===== config.mk =====
export PLATFORM = sky130hd
export DESIGN_NAME = bin_to_bcd_seq
export DESIGN_NICKNAME = d
export VERILOG_FILES = /design/src/rtl/bin_to_bcd_seq_pkg.sv /design/src/rtl/bin_to_bcd_seq_bcd_add3.sv /design/src/rtl/bin_to_bcd_seq.sv
export SDC_FILE = /design/constraint.sdc
export NUM_CORES = 1
export LEC_CHECK = 0
export ABC_AREA = 1
export BUFFER_PORTS_ARGS = -buffer_cell sky130_fd_sc_hd__buf_2
export CORE_UTILIZATION = 54
export CTS_BUF_LIST = sky130_fd_sc_hd__clkbuf_8
export DETAILED_ROUTE_END_ITERATION = 8
export GPL_ROUTABILITY_DRIVEN = 0
export PLACE_DENSITY = 0.78
export SKIP_LAST_GASP = 1
export SLEW_MARGIN = 20
export SYNTH_ARGS = -nofsm -noshare
export SYNTH_HDL_FRONTEND = slang
export SYNTH_HIERARCHICAL = 1
export SYNTH_SLANG_ARGS = --single-unit

===== constraint.sdc =====
create_clock -name i_clk -period 1.33 [get_ports i_clk]
set_input_delay 0.3325 -clock i_clk [delete_from_list [all_inputs] [get_ports i_clk]]
set_output_delay 0.3325 -clock i_clk [all_outputs]
set_load 0.01 [all_outputs]

===== src/rtl/bin_to_bcd_seq_pkg.sv =====
// Shared definitions for the sequential binary-to-BCD converter.
//   - FSM state encoding
//   - double-dabble adjust constants
//   - digit value shown on overflow
package bin_to_bcd_seq_pkg;

    typedef enum logic [1:0] {
        ST_IDLE  = 2'd0,
        ST_SHIFT = 2'd1,
        ST_LATCH = 2'd2
    } state_t;

    localparam logic [3:0] BCD_ADJ_THRESH = 4'd5;
    localparam logic [3:0] BCD_ADJ        = 4'd3;
    localparam logic [3:0] BCD_OVF_DIGIT  = 4'hF;

endpackage


===== src/rtl/bin_to_bcd_seq_bcd_add3.sv =====
// Double-dabble digit adjust: adds 3 to a BCD digit that is 5 or more so that
// the following left shift carries correctly into the next decade.
//   i_digit : scratch BCD digit before the shift
//   o_digit : adjusted digit
module bcd_add3
    import bin_to_bcd_seq_pkg::*;
(
    input  logic [3:0] i_digit,
    output logic [3:0] o_digit
);

    assign o_digit = (i_digit >= BCD_ADJ_THRESH) ? (i_digit + BCD_ADJ) : i_digit;

endmodule


===== src/rtl/bin_to_bcd_seq.sv =====
// Sequential (double-dabble) binary-to-BCD converter, one input bit per clock.
// Produces packed BCD digits plus a leading-zero blank mask for the display.
//   i_clk      : system clock
//   i_rst      : synchronous active-high reset (aborts a conversion)
//   i_start    : conversion request, honoured only in IDLE
//   i_bin      : binary value captured on the accepting edge
//   o_busy     : conversion in progress
//   o_done     : one-cycle pulse when a new result is latched
//   o_bcd      : packed BCD, o_bcd[3:0] is the rightmost digit
//   o_blank    : leading-zero mask, 1 = digit off (bit 0 never blanked)
//   o_overflow : value needed more than DIGITS digits
module bin_to_bcd_seq
    import bin_to_bcd_seq_pkg::*;
#(
    parameter int WIDTH  = 16,
    parameter int DIGITS = 8
) (
    input  logic                  i_clk,
    input  logic                  i_rst,
    input  logic                  i_start,
    input  logic [WIDTH-1:0]      i_bin,
    output logic                  o_busy,
    output logic                  o_done,
    output logic [4*DIGITS-1:0]   o_bcd,
    output logic [DIGITS-1:0]     o_blank,
    output logic                  o_overflow
);

    localparam int BW = 4 * DIGITS;
    localparam int CW = $clog2(WIDTH + 1);
    // Reset mask shows a single "0" in the rightmost position.
    localparam logic [DIGITS-1:0] BLANK_RST = ~(DIGITS'(1));

    state_t              r_state, w_next;
    logic [WIDTH-1:0]    r_shift;
    logic [BW-1:0]       r_scratch;
    logic [BW-1:0]       w_adj;
    logic                r_ovf_sticky;
    logic [CW-1:0]       r_cnt;
    logic                r_busy, r_done, r_overflow;
    logic [BW-1:0]       r_bcd;
    logic [DIGITS-1:0]   r_blank;
    logic [DIGITS-1:0]   w_blank;

    genvar g;
    generate
        for (g = 0; g < DIGITS; g++) begin : g_adj
            bcd_add3 u_add3 (
                .i_digit (r_scratch[4*g +: 4]),
                .o_digit (w_adj[4*g +: 4])
            );
        end
    endgenerate

    // Digit i blanks when it and every digit above it are zero.
    always_comb begin
        logic w_zero_above;
        w_blank      = '0;
        w_zero_above = 1'b1;
        for (int i = DIGITS - 1; i >= 1; i--) begin
            w_zero_above = w_zero_above & (r_scratch[4*i +: 4] == 4'd0);
            w_blank[i]   = w_zero_above;
        end
    end

    always_comb begin
        w_next = r_state;
        case (r_state)
            ST_IDLE:  if (i_start) w_next = ST_SHIFT;
            ST_SHIFT: if (r_cnt == CW'(1)) w_next = ST_LATCH;
            ST_LATCH: w_next = ST_IDLE;
            default:  w_next = ST_IDLE;
        endcase
    end

    always_ff @(posedge i_clk) begin
        if (i_rst) r_state <= ST_IDLE;
        else       r_state <= w_next;
    end

    always_ff @(posedge i_clk) begin
        if (i_rst) begin
            r_shift      <= '0;
            r_scratch    <= '0;
            r_ovf_sticky <= 1'b0;
            r_cnt        <= '0;
            r_busy       <= 1'b0;
            r_done       <= 1'b0;
            r_bcd        <= '0;
            r_blank      <= BLANK_RST;
            r_overflow   <= 1'b0;
        end else begin
            r_done <= 1'b0;
            case (r_state)
                ST_IDLE: begin
                    if (i_start) begin
                        r_shift      <= i_bin;
                        r_scratch    <= '0;
                        r_ovf_sticky <= 1'b0;
                        r_cnt        <= CW'(WIDTH);
                        r_busy       <= 1'b1;
                    end
                end
                ST_SHIFT: begin
                    // Any 1 leaving the top digit means the partial value
                    // reached 10^DIGITS; later digits are then meaningless.
                    r_scratch    <= {w_adj[BW-2:0], r_shift[WIDTH-1]};
                    r_shift      <= r_shift << 1;
                    r_ovf_sticky <= r_ovf_sticky | w_adj[BW-1];
                    r_cnt        <= r_cnt - CW'(1);
                end
                ST_LATCH: begin
                    r_done     <= 1'b1;
                    r_busy     <= 1'b0;
                    r_overflow <= r_ovf_sticky;
                    if (r_ovf_sticky) begin
                        r_bcd   <= {DIGITS{BCD_OVF_DIGIT}};
                        r_blank <= '0;
                    end else begin
                        r_bcd   <= r_scratch;
                        r_blank <= w_blank;
                    end
                end
                default: ;
            endcase
        end
    end

    assign o_busy     = r_busy;
    assign o_done     = r_done;
    assign o_bcd      = r_bcd;
    assign o_blank    = r_blank;
    assign o_overflow = r_overflow;

endmodule


==> metrics list <==
- Top-area cell type share of the netlist area: 41.9%
* Failing checks: negative setup slack
* Maximum operating frequency: 680 MHz
* Net count, final: 777
- CTS built an H-tree with a depth of 3.
- Maximum number of buffers from clock root to sink: 2
- The signal on the critical path passes through inv_2 -> nand2_2 -> nor2_4 -> nor2_4 -> buf_12 -> clkbuf_16 -> a22oi_1 -> nor2_1.
- Global route overflow: 0
* Clock tree skew after final layout: 14.2 ps
* Num CTS Buffers: 9
- After routing the design area is 6420 sq um.
* Wirelength, routed: 14100 um
* Initial antenna violation count: 0
* Clock tree from TritonCTS: built
- For this run, the detailed router's first-pass iteration total came to 5.
- The largest single stage delay on the critical path is 360 ps.
- The floorplan has 33 rows.
- STA puts the critical path data arrival time at 1730 ps.
* Post-layout util: 77.4%
- Post-Syn Area: 4680 sq um
- Starting Density: 56.4%
* Total of warnings raised by yosys: 6
- Setup Viol. Count Final: 48
* Combined global-route utilization of all metal layers: 26.2%
* Run status: finished, violations left
- Net switching is 26.5% of the power.
* RSZ-0062 raised after global routing: true
- In the final routed layout, each cell accounts on average for 16.7 um.
* Biggest area contributors in the synthesized netlist: sky130_fd_sc_hd__dfxtp_1 (42%), sky130_fd_sc_hd__nor2_1 (9.4%), sky130_fd_sc_hd__nand2_1 (9.3%)
- Leaving out fill and tap cells, the most frequent cells in the layout are sky130_fd_sc_hd__nand2_1 (105), sky130_fd_sc_hd__nor2_1 (93), sky130_fd_sc_hd__dfxtp_1 (76), sky130_fd_sc_hd__buf_2 (60), sky130_fd_sc_hd__buf_4 (52).
- Wire length of the first global-routing pass: 18600 um
- The worst path in the final design needs a cycle of 1470 ps, including I/O delays and setup.
- Inst Count DP: 806
- In this run the standard cell core region covers 8300 sq um.
- Residual DRC count: 0
- The internal portion of the total power is 4.23 mW.
* Cts hold-fix bufs: 0
- Clock latency on the worst-skew pair: 380 ps
- In this run the worst path has a maximum fanout of 7.
- The worst hold path belongs to the class in -> reg.
* Clock-pin slew reported for the worst setup and hold paths after clock tree synthesis: 100 ps
- Total nets after synthesis: 664
- Part of the Yosys area used for sequential elements: 41.9%
* Launching element type of the critical path: register
- Crit path kind: reg -> reg
- Synthesis-stage register bit count: 98
- Detailed routing inserted a total of 4859 vias.
- For this design the static power due to leakage is 2.63 nW.
* Gate Count Post-Synth: 627
- Synthesized area per cell: 7.47 sq um
- The die is 95.1 um tall.
- The largest total area in the synthesized netlist belongs to sky130_fd_sc_hd__dfxtp_1.
- The worst setup path is captured at a register.
* Final-layout setup total negative slack: -1640 ps
* Crit share post-route: 111%
* Detailed placer's ending HPWL: 7660 um
- Gate power share: 12.7%
* Pin count of the biggest net entering global routing: 34
- The number of hold-slack violations in the final timing report came to 0.
* Relative contribution of sequential cells to total power: 53.1%
- Netlist cell types: 26
- In this design, the critical path's most frequently occurring cell is sky130_fd_sc_hd__nor2_4.
* Average via count per standard cell: 5.72
- Worst-case hold slack: 206 ps
* Number of diodes: 0
- Critical path data required time: 1590 ps
- Summing all placed instances gives a cell area of 5340 sq um.
- Most common cell after layout, fill and taps aside: sky130_fd_sc_hd__nand2_1
- Max Cap Violations: 0
* Total clock sinks: 98
* Net Sw Power: 1.53 mW
- In this run the remaining antenna-violating nets after routing total 0.
- The finished layout holds 849 standard cells, fillers aside.
- Signed area change from the synthesized netlist to the final layout: 37.2%
- In the final layout, the share of cells above drive strength 1 is 42.2%.
- For this block, the initial DRC count from the detailed router was 322.
- Horizontal die dimension: 95.1 um
- Across all setup checks in the final design, the least slack found is -140 ps.
- Buffers placed on the I/O ports in this run total 60.
* Clock network power share: 34.2%
* IO Pins: 62
* Layout filler cell count: 500
- In this run the power density over the cells is 896 nW/um^2.
- Slew Limit Fails: 0
- The die covers 9040 sq um.
- Root Buffer: sky130_fd_sc_hd__clkbuf_8
- Number of global-route vias before repair: 4179
- Worst VDD drop: 0.737 mV
- The slowest stage of the critical path belongs to the cell sky130_fd_sc_hd__dfxtp_2.
## worst paths after layout
kind,startpoint,to,slack (ps),cells after the start
worst max-delay path,r_state[0],r_scratch[5],-140,8
worst min-delay path,i_bin[0],r_shift[0],210,3
worst max register to register,r_state[0],r_scratch[5],-140,8
worst min register to register,r_shift[13],r_shift[13],480,2
## metal layers
metal  share of wire (%)  wire length [um]  global-route usage, %  up-vias
met1                  39              5510                   31.6     2288
met2                  51              7230                   45.1      244
met3                 6.1               868                   4.15       56
met4                 3.8               534                   12.8        0
met5                   0                 0                      0        -
li1                    -                 -                      -     2271
## per-stage QoR
step / worst slack, ps / total power, mW
2_1_floorplan: 14.6 / 3.43
3_3_place_gp: 6.48 / 3.60
3_5_place_dp: -73.9 / 3.62
4_1_cts: -30.1 / 5.52
5_1_grt: -202 / 5.95
6_report: -140 / 5.75
## power by group through the flow
stage	registers [mW]	clock network, mW	logic (mW)
6_report	3.06	1.97	0.731
3_5_place_dp	3.13	0	0.493
4_1_cts	3.06	1.96	0.499
5_1_grt	3.06	2.10	0.783
3_3_place_gp	3.12	0	0.479
2_1_floorplan	3.13	0	0.305
## sequential cells by signal, summed over array words and instances, names as in the netlist
| name | flops |
|---|---|
| o_done | 1 |
| r_state | 2 |
| o_overflow | 1 |
| o_busy | 1 |
| o_blank | 7 |
| r_scratch | 32 |
| r_shift | 16 |
| r_ovf_sticky | 1 |
| o_bcd | 32 |
| r_cnt | 5 |
## critical path, delay by kind of cell (launching register included)
family | cells | cell delay (ps)
AOI/OAI and AO/OA | 1 | 210
DFF | 1 | 360
buffers and inverters | 3 | 390
and+or+nand+nor | 4 | 370
## cells by family after synthesis
kind of cell / share of synthesized area, %
simple gates: 26.7
compound gates: 18.8
flops: 41.9
buf+inv: 7.73
fa+ha+maj: 4.81
other cells: 0.0801
## Yosys cell counts
master                     count
sky130_fd_sc_hd__a21oi_2       8
sky130_fd_sc_hd__o21ai_0      55
sky130_fd_sc_hd__nand4_1       3
sky130_fd_sc_hd__nand2_2       8
sky130_fd_sc_hd__dfxtp_1      98
sky130_fd_sc_hd__nand3_1      14
sky130_fd_sc_hd__a211oi_1      1
sky130_fd_sc_hd__a22oi_1      33
sky130_fd_sc_hd__nor2_2        1
sky130_fd_sc_hd__buf_6         2
sky130_fd_sc_hd__inv_2        11
sky130_fd_sc_hd__nand2_1     116
sky130_fd_sc_hd__o21ai_2       8
sky130_fd_sc_hd__buf_4         1
sky130_fd_sc_hd__ha_1         18
sky130_fd_sc_hd__conb_1        1
sky130_fd_sc_hd__buf_1         2
sky130_fd_sc_hd__buf_2        15
sky130_fd_sc_hd__clkbuf_1      9
sky130_fd_sc_hd__a31oi_1      15
sky130_fd_sc_hd__inv_1        45
sky130_fd_sc_hd__nor3_1        3
sky130_fd_sc_hd__a21oi_1      23
sky130_fd_sc_hd__clkbuf_2      1
sky130_fd_sc_hd__nor2_1      117
sky130_fd_sc_hd__nor2_4       19
## area by class of cell
type                       instances  area, sq um  share of cell area [%]
multi-input combinational        443         2790                    43.5
sequential                        98         2000                    31.2
timing repair buffer             129          996                    15.5
inverter                          56          249                    3.88
clock buffer                      10          138                    2.14
tap                              105          131                    2.05
timing repair inverter             3         57.6                   0.896
clock inverter                     5         56.3                   0.877
## timing repair
action,CTS,global route
pin swaps,9,57
buffers inserted,0,23
endpoints found under the setup margin,68,78
gates resized for setup,21,167
cloned,0,5
(Power assumes the default switching activity.)
